$ cat src/rtl/mips_cpu_pkg.sv
// Shared types and constants for the MIPS CPU datapath.
package mips_cpu_pkg;

    localparam int IM_AW = 11;

    typedef logic [31:0]      inst_t;
    typedef logic [IM_AW-1:0] im_addr_t;
    typedef logic [31:0]      pc_t;

    localparam pc_t RESET_PC = 32'h0000_0000;

    typedef enum logic {
        RUN   = 1'b0,
        FAULT = 1'b1
    } fetch_state_e;

endpackage

$ cat src/rtl/if_stage.sv
// Instruction fetch: owns the PC, drives the synchronous-read instruction memory,
// and pairs each returned word with the PC it was fetched from.
//
// state | meaning
// RUN   | fetching one word per non-stalled cycle
// FAULT | misaligned PC reported; idle until a redirect
module if_stage
    import mips_cpu_pkg::*;
#(
    parameter int  IM_AW    = mips_cpu_pkg::IM_AW,
    parameter pc_t RESET_PC = mips_cpu_pkg::RESET_PC
) (
    input  logic             cpu_clk_50M,
    input  logic             cpu_rst_n,
    input  logic             stall,
    input  logic             redirect_valid,
    input  logic [31:0]      redirect_pc,
    output logic [IM_AW-1:0] imaddr,
    output logic             imce,
    input  logic [31:0]      inst_i,
    output logic             if_valid,
    output logic [31:0]      if_pc,
    output logic [31:0]      if_pc_plus4,
    output logic [31:0]      if_inst,
    output logic             if_adel
);

    fetch_state_e state_q, state_d;
    pc_t          pc_q, pc_d;
    pc_t          resp_pc_q, resp_pc_d;
    logic         resp_valid_q, resp_valid_d;
    logic         resp_adel_q, resp_adel_d;
    logic         fetch_en;
    logic         pc_aligned;

    always_ff @(posedge cpu_clk_50M or negedge cpu_rst_n) begin
        if (!cpu_rst_n) begin
            state_q      <= RUN;
            pc_q         <= RESET_PC;
            resp_pc_q    <= RESET_PC;
            resp_valid_q <= 1'b0;
            resp_adel_q  <= 1'b0;
        end else begin
            state_q      <= state_d;
            pc_q         <= pc_d;
            resp_pc_q    <= resp_pc_d;
            resp_valid_q <= resp_valid_d;
            resp_adel_q  <= resp_adel_d;
        end
    end

    assign pc_aligned = (pc_q[1:0] == 2'b00);

    always_comb begin
        state_d      = state_q;
        pc_d         = pc_q;
        resp_pc_d    = resp_pc_q;
        resp_valid_d = resp_valid_q;
        resp_adel_d  = resp_adel_q;
        fetch_en     = 1'b0;

        // A redirect still reads memory at the old PC when not stalled; that word is dropped.
        if (!stall && state_q == RUN && pc_aligned) begin
            fetch_en = 1'b1;
        end

        if (redirect_valid) begin
            pc_d         = redirect_pc;
            resp_valid_d = 1'b0;
            resp_adel_d  = 1'b0;
            state_d      = RUN;
        end else if (!stall) begin
            case (state_q)
                RUN: begin
                    resp_valid_d = 1'b1;
                    resp_pc_d    = pc_q;
                    if (pc_aligned) begin
                        pc_d        = pc_q + 32'd4;
                        resp_adel_d = 1'b0;
                    end else begin
                        resp_adel_d = 1'b1;
                        state_d     = FAULT;
                    end
                end
                FAULT: begin
                    resp_valid_d = 1'b0;
                end
                default: begin
                    state_d = RUN;
                end
            endcase
        end
    end

    assign imce        = fetch_en & cpu_rst_n;
    assign imaddr      = pc_q[IM_AW+1:2];
    assign if_valid    = resp_valid_q;
    assign if_pc       = resp_pc_q;
    assign if_pc_plus4 = resp_pc_q + 32'd4;
    assign if_adel     = resp_adel_q;
    assign if_inst     = (resp_valid_q && !resp_adel_q) ? inst_i : 32'h0000_0000;

endmodule

$ cat config.mk
export PLATFORM = sky130hd
export DESIGN_NAME = if_stage
export DESIGN_NICKNAME = d
export VERILOG_FILES = /design/src/rtl/mips_cpu_pkg.sv /design/src/rtl/if_stage.sv
export SDC_FILE = /design/constraint.sdc
export NUM_CORES = 1
export LEC_CHECK = 0
export ABC_CLOCK_PERIOD_IN_PS = 6100
export CAP_MARGIN = 20
export CORE_AREA = 2 2 96 98
export CTS_CLUSTER_DIAMETER = 40
export CTS_CLUSTER_SIZE = 8
export DETAILED_ROUTE_END_ITERATION = 16
export DIE_AREA = 0 0 98 100
export PLACE_DENSITY = 0.85
export SYNTH_ARGS = -nofsm -noshare
export SYNTH_HDL_FRONTEND = slang
export SYNTH_SLANG_ARGS = --single-unit
$ cat constraint.sdc
create_clock -name cpu_clk_50M -period 6.1 [get_ports cpu_clk_50M]
set_clock_uncertainty 0.1 [all_clocks]
set_input_delay 0.915 -clock cpu_clk_50M [delete_from_list [all_inputs] [get_ports cpu_clk_50M]]
set_output_delay 0.915 -clock cpu_clk_50M [all_outputs]
set_load 0.02 [all_outputs]
* Word level (Yosys, flattened, before mapping) *
Cells that the tools add are included.

word-level totals
  output and inout port bits = 110
  input bits = 68
  register bits after elaboration = 67
  word-level logic and storage cells = 39

operators by class
  $add $sub $neg = 2
  muxes and demuxes = 16
  equality and inequality tests = 2
  bitwise gates (word level) = 4
  reductions and logical operators = 10

operators with widths
  kind                     number
  $mux W32                 5
  $add A32 B3 Y32 const B  2
  $mux W1                  10
  $reduce_and A3 Y1        2
  $logic_and A1 B1 Y1      3
  $not A1 Y1               3
  $logic_not A1 Y1         2
  $logic_not A2 Y1         1
  $ne A2 B1 Y1 const B     1
  $ne A2 B2 Y1 const B     1
  $pmux W1 S2              1
  $reduce_and A2 Y1        1
  $reduce_bool A2 Y1       1
  $and A1 B1 Y1            1

* Logic depth before layout (Yosys ltp) *
  depth in word-level cells = 5
  mapped depth = 6
  mapped depth without buffers = 6

* Worst setup path before layout *
Ideal clock, no wire load.

  kind = register to output
  from = reg resp_pc_q[12], in the netlist if_pc[12]
  to = out if_pc_plus4[31]
  arrival time = 1.849 ns
  path buffers = 0
  slack = 3.236 ns
  required time = 5.085 ns
  stages on the path, launching flop included = 6
  cell sequence = dfrtp_1 -> and4_1 -> nand4_1 -> nor3_1 -> nand4_1 -> xnor2_1

on the way
  cells in the longest elaborated chain, start to end = 1

RTL lines
  item                    RTL line        text
  from (decl)             if_stage.sv:30  pc_t resp_pc_q, resp_pc_d;
  from (signal assigned)  if_stage.sv:46  resp_pc_q <= resp_pc_d;
  $add A32 B3 Y32         if_stage.sv:99  assign if_pc_plus4 = resp_pc_q + 32'd4;
  to (decl)               if_stage.sv:23  output logic [31:0] if_pc_plus4,

No other way between the ends.

* Worst setup path in the final report *
  from = in stall
  to = out imce

on the way
  cells in the longest elaborated chain, start to end = 5

RTL lines
  item                               RTL line        text
  from (decl)                        if_stage.sv:15  input logic stall,
  $logic_not A1 Y1                   -
  $logic_and A1 B1 Y1 (2 in series)  if_stage.sv:63  if (!stall && state_q == RUN && pc_aligned) begin
  $mux W1                            if_stage.sv:63
  $and A1 B1 Y1                      if_stage.sv:95  assign imce = fetch_en & cpu_rst_n;
  to (decl)                          if_stage.sv:19  output logic imce,

No other way between the ends.

==> impl_metrics.tcl <==
set metrics [dict create \
    synth_top_area_cell "dfrtp_1" \
    endpoint_kind "output port" \
    area_delta_synth_final_pct 51.48 \
    reg2reg_from "pc_q[1]" \
    clock_latency_ns 0.33 \
    layout_commonest_cell "clkdlybuf4s50_1" \
    grt_overflow 0 \
    cts-buffers-inserted 9 \
    syn_area_mm2 0.003845 \
    grt_pass1_wl_mm 17.28 \
    postCtsSetupBuffers 0 \
    wl_per_cell_um 15.53 \
    yosysSeqAreaShare_pct 43.61 \
    worstHoldStart "if_valid" \
    rsz0062_at_grt "no" \
    cts_tree "built" \
    cts_hold_buf 0 \
    die_h_um 100 \
    final_layout_size_suffix_gt1_share_pct 10.28 \
    fin_nets 629 \
    coreArea_mm2 0.008890 \
    synthCells 396 \
    setup_ws_ns 2.142 \
    synth_area_leaders "dfrtp_1 44%, mux2_2 10%, xnor2_1 7.1%" \
    fillers 713 \
    min_path_type "flip-flop to flip-flop" \
    maxCapViolations 0 \
    via_per_inst 5.139 \
    drtAntennaViolNets 0 \
    critical_path_required_ns 5.08 \
    cts-resized-gates 0 \
    finalHoldViolCount 0 \
    dp.cells 659 \
    slew_headroom_pct 33.70 \
    rows 35 \
    portBuffers 177 \
    antenna_found_initial 0 \
    rr_worst_depth 5 \
    grt_max_degree 68 \
    fin_util_pct 65.52 \
    yosys_warnings 0 \
    finalSetupTns_ns 0 \
    wirelength_mm 10.48 \
    grt_usage_pct 21.89 \
    min_period_ns 3.958 \
    fp.dieW_um 98 \
    cts_max_level 3 \
    vias 3469 \
    finalSetupViolCount 0 \
    clk_pin_slew_worst_paths_ns 0.07 \
    ir_worst_vdd_uv 135.2 \
    r2r_end "pc_q[25]" \
    yosysUniqueCellTypes 25 \
    regArea_mm2 0.001677 \
    clockRootBuffer "clkbuf_8" \
    worstPathArrival_ns 2.94 \
    finalCritPeriodShare_pct 64.89 \
    timing.fmax_ghz 0.2526 \
    min_path_cells 2 \
    post-place-ws_ns 2.147 \
    status "complete, no violations" \
    tightest_slew_ns 0.9945 \
    first_pass_iters 4 \
    crit_path_start_kind "input pin" \
    post_dp_cell_area_mm2 0.005612 \
    hpwlAfterDp_mm 8.121 \
    whs_endpoint "if_valid" \
    syn_avg_cell_area_um2 9.709 \
    stdcell_area_mm2 0.005824 \
    die_area_mm2 0.009800 \
    place_congestion 0.8589 \
    io_pins 178 \
    remaining_drc_errors 0 \
    initialDrtViolationCount 195 \
    critPathKind "input pin to output port" \
    power.leakage_nw 2.295 \
    multiInputGateArea_mm2 0.002001 \
    syn_nets 466 \
    clock-sinks 67 \
    initial_core_util_pct 43.25 \
    final_cell_mix "175 x clkdlybuf4s50_1, 67 x dfrtp_1, 50 x nand2_1, 37 x and2_1, 34 x mux2_2" \
    synth_top_area_share_pct 43.61 \
    clockBufferDepth 2 \
    grt_pass1_vias 3571 \
    instances_no_fill 675 \
    antenna-diode-count 0 \
    cp_max_fo 6 \
    r2r_slack_ns 3.60 \
    slew_violations 0 \
    ys_ff_latch 67 \
    p_per_area_mw_per_mm2 279.0 \
]
-- routing by layer --
layer | up-vias | track usage, % | share of wire, %
li1 | 1678 | - | -
met1 | 1650 | 26.24 | 39
met2 | 133 | 39.46 | 53
met3 | 8 | 3.900 | 6.6
met4 | 0 | 8.120 | 1.5
met5 | - | 0 | 0
-- cell type report --
| cell class | count | area share, % |
|---|---|---|
| timing repair buffer | 180 | 30.63 |
| tap | 111 | 2.385 |
| inverter | 3 | 0.1933 |
| multi-input combinational | 298 | 34.35 |
| clock buffer | 12 | 2.836 |
| clock inverter | 4 | 0.8163 |
| sequential | 67 | 28.79 |
-- Yosys cell counts --
master,number
a21oi_1,1
and2_1,37
and3_1,8
and4_1,4
buf_4,13
buf_6,1
clkbuf_1,14
dfrtp_1,67
ha_1,2
inv_1,3
mux2_2,34
mux2i_1,2
nand2_1,50
nand3_1,23
nand4_1,19
nor2_1,18
nor2b_1,1
nor3_1,4
nor4_1,5
nor4_4,2
o21ai_0,22
o21ai_1,8
or4_1,1
xnor2_1,31
xor2_1,26
-- logic make-up (layout without fill, tap and decap cells) --
kind of cell,after synthesis,after routing,synth area share (%)
DFF,67,67,43.61
adders and majority gates,2,2,0.6507
and+or+nand+nor,172,172,23.76
muxes,36,36,10.48
buffers and inverters,31,199,4.491
AOI/OAI and AO/OA,31,31,4.035
xor gates and xnor gates,57,57,12.98
-- state kept, by name (all words and copies together) (netlist names) --
register,count
state_q,1
pc_q,32
if_adel,1
if_valid,1
if_pc,32
-- worst max-delay path by stage --
stage                         start              end  slack [ns]  depth (start not counted)
final                         stall             imce        2.14                          4
after global placement        stall             imce        2.19                          4
after CTS                     stall             imce        2.15                          4
after detailed placement      stall             imce        2.15                          4
after floorplan           if_pc[12]  if_pc_plus4[31]        3.24                          5
after global routing          stall             imce        2.04                          4
-- through the flow --
step / total power [mW] / hold WS [ns]
after global routing: 1.703 / 0.4717
after CTS: 1.635 / 0.4451
after floorplan: 0.9238 / 0.3999
after global placement: 1.234 / 0.4218
after detailed placement: 1.254 / 0.4295
final: 1.625 / 0.4383
-- critical path, stage by stage --
cell and delay, ns:
clkdlybuf4s50_1 0.50, nor4_1 0.70, and2_1 0.22, clkdlybuf4s50_1 0.61
-- power by group --
| part | leakage (nW) | total [mW] | internal (mW) | switching, mW |
|---|---|---|---|---|
| registers | 0.816 | 0.624 | 0.515 | 0.109 |
| logic | 1.37 | 0.618 | 0.334 | 0.285 |
| clock network | 0.108 | 0.383 | 0.221 | 0.162 |
Note: power is estimated with default switching activity, not from simulation.
